File: config.mk
export PLATFORM = sky130hd
export DESIGN_NAME = stall_fifo
export DESIGN_NICKNAME = d
export VERILOG_FILES = /design/src/rtl/stall_fifo_mem.sv /design/src/rtl/stall_fifo.sv
export SDC_FILE = /design/constraint.sdc
export NUM_CORES = 1
export LEC_CHECK = 0
export CAP_MARGIN = 20
export CORE_MARGIN = 4
export CORE_UTILIZATION = 60
export CTS_CLUSTER_SIZE = 40
export DETAILED_ROUTE_END_ITERATION = 10
export GPL_ROUTABILITY_DRIVEN = 0
export GPL_TIMING_DRIVEN = 0
export PLACE_DENSITY_LB_ADDON = 0.3
export SLEW_MARGIN = 0
export SYNTH_ARGS = -nofsm -noshare
export SYNTH_HDL_FRONTEND = slang
export SYNTH_HIERARCHICAL = 1
export SYNTH_SLANG_ARGS = --single-unit
export TNS_END_PERCENT = 20
File: constraint.sdc
create_clock -name i_clk -period 10.54 [get_ports i_clk]
set_input_delay 2.108 -clock i_clk [delete_from_list [all_inputs] [get_ports i_clk]]
set_output_delay 2.108 -clock i_clk [all_outputs]
set_load 0.02 [all_outputs]
File: src/rtl/stall_fifo_mem.sv
// Register-array storage for stall_fifo: one synchronous write port and one
// asynchronous read port. Contents are deliberately left unreset; the top
// level masks the read data whenever the queue is empty.
module stall_fifo_mem #(
  parameter int p_width = 32,
  parameter int p_depth = 8,
  localparam int PW     = $clog2(p_depth)
) (
  input  logic               i_clk,
  input  logic               we,
  input  logic [PW-1:0]      waddr,
  input  logic [p_width-1:0] wdata,
  input  logic [PW-1:0]      raddr,
  output logic [p_width-1:0] rdata
);

  logic [p_width-1:0] mem [p_depth];

  // Write the incoming word at the write pointer on an accepted push.
  always_ff @(posedge i_clk) begin
    if (we) mem[waddr] <= wdata;
  end

  assign rdata = mem[raddr];

endmodule

File: src/rtl/stall_fifo.sv
// Elastic show-ahead buffer behind the stall-compacting shift buffer.
// Fill level is tracked by an explicit counter; the pointers carry no wrap
// bit. o_stall is a pure decode of the count register, so i_ready never has a
// combinational path back into the shift buffer.
module stall_fifo #(
  parameter int p_width       = 32,
  parameter int p_depth       = 8,
  parameter int p_stall_level = p_depth
) (
  input  logic                       i_clk,
  input  logic                       i_rst,
  input  logic [p_width-1:0]         in,
  input  logic                       in_valid,
  output logic                       o_stall,
  output logic [p_width-1:0]         o_data,
  output logic                       o_valid,
  input  logic                       i_ready,
  output logic [$clog2(p_depth):0]   o_level
);

  localparam int PW = $clog2(p_depth);
  localparam int CW = PW + 1;
  localparam logic [CW-1:0] STALL_LVL = CW'(p_stall_level);

  logic [PW-1:0]      wr_ptr, rd_ptr;
  logic [CW-1:0]      count;
  logic               push, pop;
  logic [p_width-1:0] rd_data;

  // While stalled the shift buffer holds its head word, so ignoring in_valid
  // here is what keeps that word from being duplicated or lost.
  assign o_stall = (count >= STALL_LVL);
  assign o_valid = (count != '0);
  assign push    = in_valid & ~o_stall;
  assign pop     = o_valid & i_ready;
  assign o_level = count;
  assign o_data  = o_valid ? rd_data : '0;

  // Pointer and fill-count bookkeeping; p_depth is a power of two so the
  // pointers wrap naturally.
  always_ff @(posedge i_clk) begin
    if (i_rst) begin
      wr_ptr <= '0;
      rd_ptr <= '0;
      count  <= '0;
    end else begin
      if (push) wr_ptr <= wr_ptr + PW'(1);
      if (pop)  rd_ptr <= rd_ptr + PW'(1);
      case ({push, pop})
        2'b10:   count <= count + CW'(1);
        2'b01:   count <= count - CW'(1);
        default: count <= count;
      endcase
    end
  end

  stall_fifo_mem #(
    .p_width (p_width),
    .p_depth (p_depth)
  ) u_mem (
    .i_clk (i_clk),
    .we    (push),
    .waddr (wr_ptr),
    .wdata (in),
    .raddr (rd_ptr),
    .rdata (rd_data)
  );

endmodule
==> results.toml, run 1 <==
[status]
run_status = "finished, final reports clean"

[synthesis]
fraction_of_post_synthesis_cell_area_in_the_top_cell_type_by_area_pct = 72.7
synthTopCellsByArea = "edfxtp_1 (73%), mux4_1 (9.9%), mux4_2 (5.1%)"
syn_area_per_cell_sq_um = 22.2
synth_cell_types = 28
post_synth_instance_area_sq_mm = 0.0106
synth_top_cell_by_area = "edfxtp_1"
sequential_fraction_of_the_synthesis_area_pct = 74.6
synthesis.yosys.warnings = 6
cells_after_synthesis = 476
synth.ff_latch_count = 266
mappedNetlistNets = 518

[sta]
unrepaired_setup_endpoints_after_global_routing = "no"
timing.slew.headroom_pct = 49.5
maxClockFrequency_mhz = 194
period_share_pct = 48.8
number_of_pins_exceeding_their_max_slew_limit_in_the_final_report = 0
clock_skew_ns = 0.0128
max_slew.worst_pin.slew_ns = 0.758
final_hold_viol_count = 0
report.final.setup_viol = 0
final_critical_path_time_including_i_o_delays_and_setup_ns = 5.14
final_total_negative_setup_slack_ns = 0

[floorplanning]
pin_count = 74
design.die.area_sq_mm = 0.0198
core-area_sq_mm = 0.0173
initial_core_util_pct = 61.1
die_h_um = 141
placement_rows = 48
die_width_um = 141

[detailed_routing]
drt_wl_total_um = 20800
avgRoutedWirePerCell_um = 25.0
post-route-drc-count = 0
drt-pass1-iter-count = 5
total_via_count_in_the_routed_design = 4961
antenna_violating_nets_post_route = 0
drt_first_iter_violations = 330
viasPerCell = 5.96

[power]
post_layout_power_mw = 3.11
internal_power_mw = 2.23
vdd_drop_max_mv = 0.169
share_clk_of_total_power_pct = 28.3
p_switching_mw = 0.881
powerDensity_mw_per_mm2 = 246
power.combinational.fraction_pct = 31.4
switching_share_pct = 28.3
power.static_leakage_nw = 4.09
seq_power_share_pct = 40.3

[cells_and_area]
num_antenna_cells = 0
area_growth_syn_to_layout_pct = 19.8
layout_commonest_cell = "edfxtp_1"
final_area_sq_mm = 0.0127
final_layout_size_suffix_gt1_share_pct = 21.5
leading_cell_types_in_the_layout_fill_and_taps_excluded = "edfxtp_1 (256), clkdlybuf4s50_1 (72), mux4_1 (40), and2_1 (32), mux2_2 (32)"
design.final.nets = 631

[clocking]
clk_tree_root_cell = "clkbuf_16"
cts_buffers = 26
count_of_hold_buffers_inserted_by_post_cts_repair = 0
cts_setup_buffers = 0
clock_sink_count = 266
clock_latency_ns = 0.52
tritoncts = "yes"
max-clock-path-buffers = 3
post_cts_resize_count = 0
cts.reportedPaths.clkPinSlew_ns = 0.06
cts_htree_levels = 1

[grt]
global_route.overflow_total = 0
grt_start_max_net_pins = 26
grt_util_all_layers_pct = 21.7
initial_antenna_violation_count = 0
grt_first_pass_wirelength_um = 32000
first_global_vias = 5274

[hold_path]
worst_hold_path_type = "flip-flop to flip-flop"

[worst_setup_path]
crit_path_cell_trace = "clkbuf_1 > buf_2 > mux4_2 > mux2_2 > and2_1 > clkdlybuf4s50_1"
worst-path-buf-inv = 3
worst-endpoint-arrival_ns = 3.04
start_kind = "flip-flop"
slowest_stage = "clkdlybuf4s50_1"
crit_path_leading_delay_family = "buffers and inverters"
critPathMaxStageDelay_ns = 0.54
crit_path_max_fanout = 10
required_time_of_the_critical_path_ns = 8.43
criticalPathCategory = "flip-flop to output pin"
endpoint_kind = "output pin"

[placed_design]
post_place_cell_area_sq_mm = 0.0118
port-buffer-count = 72
post-dp-hpwl_um = 12600

[run]
cap_violations = 0
==> path summary, 6_finish.rpt <==
path | slack (ns) | to | cells past startpoint | startpoint
min reg2reg | 0.53 | o_level[3] | 2 | o_level[3]
max reg2reg | 7.64 | o_level[3] | 10 | o_level[2]
max | 5.40 | o_data[31] | 6 | rd_ptr[2]
min | 0.53 | o_level[3] | 2 | o_level[3]
==> cell usage after synthesis, drive strengths merged <==
library cell / number
a21oi: 5
and2: 33
mux2i: 2
clkbuf: 6
dfxtp: 10
o31ai: 1
xnor2: 2
fa: 1
buf: 20
ha: 5
nand2: 3
and2b: 1
mux4: 64
or4: 2
nand2b: 3
mux2: 32
nor3: 2
xor2: 4
edfxtp: 256
nor2: 17
nand3: 2
inv: 4
and3: 1
==> per-layer routing <==
metal,part of all wire [%],up-vias,track usage [%]
met5,0,-,0
met3,5.7,24,3.83
li1,-,2203,-
met4,1.4,0,4.95
met1,41,2599,29.4
met2,52,135,37.4
==> power groups by stage <==
| stage | combinational [mW] | sequential (mW) | clock [mW] |
|---|---|---|---|
| finish | 0.979 | 1.25 | 0.881 |
| global route | 1.04 | 1.26 | 0.945 |
| CTS | 0.993 | 1.26 | 0.895 |
| detailed placement | 0.984 | 1.28 | 0 |
| global placement | 0.946 | 1.28 | 0 |
| floorplan | 0.590 | 1.28 | 0 |
==> logic make-up after synthesis <==
group,Yosys count,synth area share [%]
adders and majority gates,6,0.781
muxes,98,18.7
xor gates and xnor gates,6,0.497
buffers and inverters,30,1.78
DFF,266,74.6
AOI/OAI and AO/OA,6,0.308
and+or+nand+nor,64,3.36
==> per-stage QoR <==
stage	util, %	instances	hold WS, ns	setup slack [ns]
CTS	73.2	833	0.526	5.32
finish	73.2	833	0.528	5.40
floorplan	-	476	0.477	5.30
global placement	66.9	773	0.505	2.63
detailed placement	68.5	786	0.516	5.91
global route	73.2	833	0.577	5.28
==> worst register-to-register path, stage by stage, from the launching register on <==
cell and delay, ns:
dfxtp_1 0.34, or4_4 0.56, buf_6 0.16, and2_4 0.16
buf_6 0.11, ha_1 0.22, ha_1 0.33, a21oi_1 0.21
a21oi_1 0.12, or4_1 0.48, a21oi_1 0.15
==> sequential cells by signal, indices dropped and copies added, names as in the netlist <==
register / count
wr_ptr: 3
o_level: 4
rd_ptr: 3
u_mem/mem: 256
==> final cells by class <==
| class | instances | area, sq um |
|---|---|---|
| clock buffer | 37 | 733 |
| sequential | 266 | 7890 |
| inverter | 4 | 15.0 |
| tap | 225 | 282 |
| clock inverter | 10 | 82.6 |
| fill | 990 | 4640 |
| multi-input combinational | 180 | 2550 |
| buffer | 26 | 173 |
| timing repair buffer | 85 | 938 |
Note: power is estimated with default switching activity, not from simulation.
==> inputs of run 2 (changes only) <==
- CORE_UTILIZATION: 60 -> 53
- clock period: 10.54 -> 4.2 ns (I/O delays scaled with it)
==> run 2 against run 1 <==
Against the previous run:
- clock power grew to 3.0 times the previous value
- design area grew 1.8%
- clock-buffer cell count is 10 lower
- die area rose by 12%
- clock skew down 0.0065 ns
- non-clock buffer count stayed put
- largest cell class unchanged
- sequential power grew to 2.5 times the previous value
- power rose to 2.6 times the previous value
- critical path type unchanged
- combinational power increased to 2.5 times the previous value
- cell count rose by 5.2%
- wire length grew 1.2%
==> results.toml, run 2 (synthesis results as in run 1) <==
[worst_setup_path]
reg2reg_depth = 10
r2r_setup_slack_ns = 1.34
worst-endpoint-arrival_ns = 3.02
criticalPathCategory = "flip-flop to output pin"
endpoint_kind = "output pin"
crit_path_max_fanout = 10
required_time_of_the_critical_path_ns = 3.36
start_kind = "flip-flop"

[status]
run_status = "finished, final reports clean"

[sta]
number_of_pins_exceeding_their_max_slew_limit_in_the_final_report = 0
fin_ws_ns = 0.340
max_slew.worst_pin.slew_ns = 0.987
unrepaired_setup_endpoints_after_global_routing = "no"
timing.slew.headroom_pct = 33.8
worst_hold_slack_ns = 0.534
maxClockFrequency_mhz = 259
final_hold_viol_count = 0
final_critical_path_time_including_i_o_delays_and_setup_ns = 3.86
report.final.setup_viol = 0
period_share_pct = 91.9
clock_skew_ns = 0.00636

[cells_and_area]
final_layout_size_suffix_gt1_share_pct = 23.4
largest_reg_flops = 256
design.final.nets = 632
leading_cell_types_in_the_layout_fill_and_taps_excluded = "edfxtp_1 (256), clkdlybuf4s50_1 (72), mux4_1 (40), and2_1 (32), mux2_2 (32)"
max_flop_register = "u_mem/mem"
area_growth_syn_to_layout_pct = 22.0
fin_util_pct = 66.0
layout_commonest_cell = "edfxtp_1"
num_antenna_cells = 0

[hold_path]
worst_hold_path_type = "flip-flop to flip-flop"
hold_path_depth = 2

[detailed_routing]
viasPerCell = 5.78
drt_wl_total_um = 21100
total_via_count_in_the_routed_design = 5065
antenna_violating_nets_post_route = 0
drt-pass1-iter-count = 4
drt_first_iter_violations = 346
avgRoutedWirePerCell_um = 24.0
post-route-drc-count = 0

[power]
power.static_leakage_nw = 4.18
powerDensity_mw_per_mm2 = 638
post_layout_power_mw = 8.23
vdd_drop_max_mv = 0.410

[clocking]
cts_setup_buffers = 0
post_cts_resize_count = 0
tritoncts = "yes"
cts_htree_levels = 1
max-clock-path-buffers = 3
clock_sink_count = 266
cts.reportedPaths.clkPinSlew_ns = 0.07
cts_buffers = 27
clk_tree_root_cell = "clkbuf_16"
clock_latency_ns = 0.53
count_of_hold_buffers_inserted_by_post_cts_repair = 0

[grt]
initial_antenna_violation_count = 1
grt_util_all_layers_pct = 19.4
grt_first_pass_wirelength_um = 32200
grt_start_max_net_pins = 22
global_route.overflow_total = 0
first_global_vias = 5381

[floorplanning]
placement_rows = 51
core-area_sq_mm = 0.0195
pin_count = 74
initial_core_util_pct = 54.1
design.die.area_sq_mm = 0.0223
die_width_um = 149
die_h_um = 149

[run]
cap_violations = 0

[placed_design]
post-dp-hpwl_um = 13000
dp_slack_ns = 0.718
port-buffer-count = 72
-- run 2: cell count changes in the layout (fill, tap and decap cells not counted) --
| cell | change |
|---|---|
| buf_16 | -1 |
| clkinv_1 | -1 |
| inv_6 | +3 |
| clkbuf_1 | -8 |
| buf_12 | +1 |
| clkinv_2 | +3 |
| clkinv_4 | +2 |
| buf_6 | +1 |
| buf_8 | +1 |
| buf_4 | -2 |
| bufinv_16 | +6 |
| clkbuf_8 | -2 |
-- run 2: path summary, 6_finish.rpt --
check / to / from
max: o_data[5] / rd_ptr[2]
min: o_level[3] / o_level[3]
max reg2reg: o_level[3] / o_level[2]
min reg2reg: o_level[3] / o_level[3]
-- run 2: layout make-up --
class,instances,area (sq um)
Sequential cell,266,7890
Fill cell,1289,6630
Multi-Input combinational cell,180,2550
Timing Repair Buffer,85,942
Clock buffer,27,676
Tap cell,265,332
Clock inverter,23,318
Buffer,26,173
Inverter,4,15.0
-- run 2: stage by stage --
step	setup TNS (ns)	instances	instance area, sq um
2_1_floorplan	0	476	10600
5_1_grt	0	876	12900
4_1_cts	0	876	12900
6_report	0	876	12900
3_3_place_gp	-311.99	813	11600
3_5_place_dp	0	826	11900
-- run 2: worst max-delay path, stage by stage (launching register included) --
cell	delay [ns]
dfxtp_1	0.34
clkbuf_1	0.42
buf_2	0.40
mux4_2	0.36
mux2_2	0.27
and2_1	0.15
clkdlybuf4s50_1	0.54
-- run 2: routing by layer --
metal / global-route usage [%] / vias up / wire [um]
met4: 4.44 / 2 / 457
met3: 3.13 / 35 / 1210
met2: 32.8 / 167 / 10700
li1: - / 2214 / -
met5: 0 / - / 8
met1: 27.1 / 2647 / 8700
-- run 2: power by group --
part           internal (mW)  switching (mW)
clock                   1.62           0.993
combinational           1.24            1.23
sequential              3.09          0.0652
total                   5.95            2.28
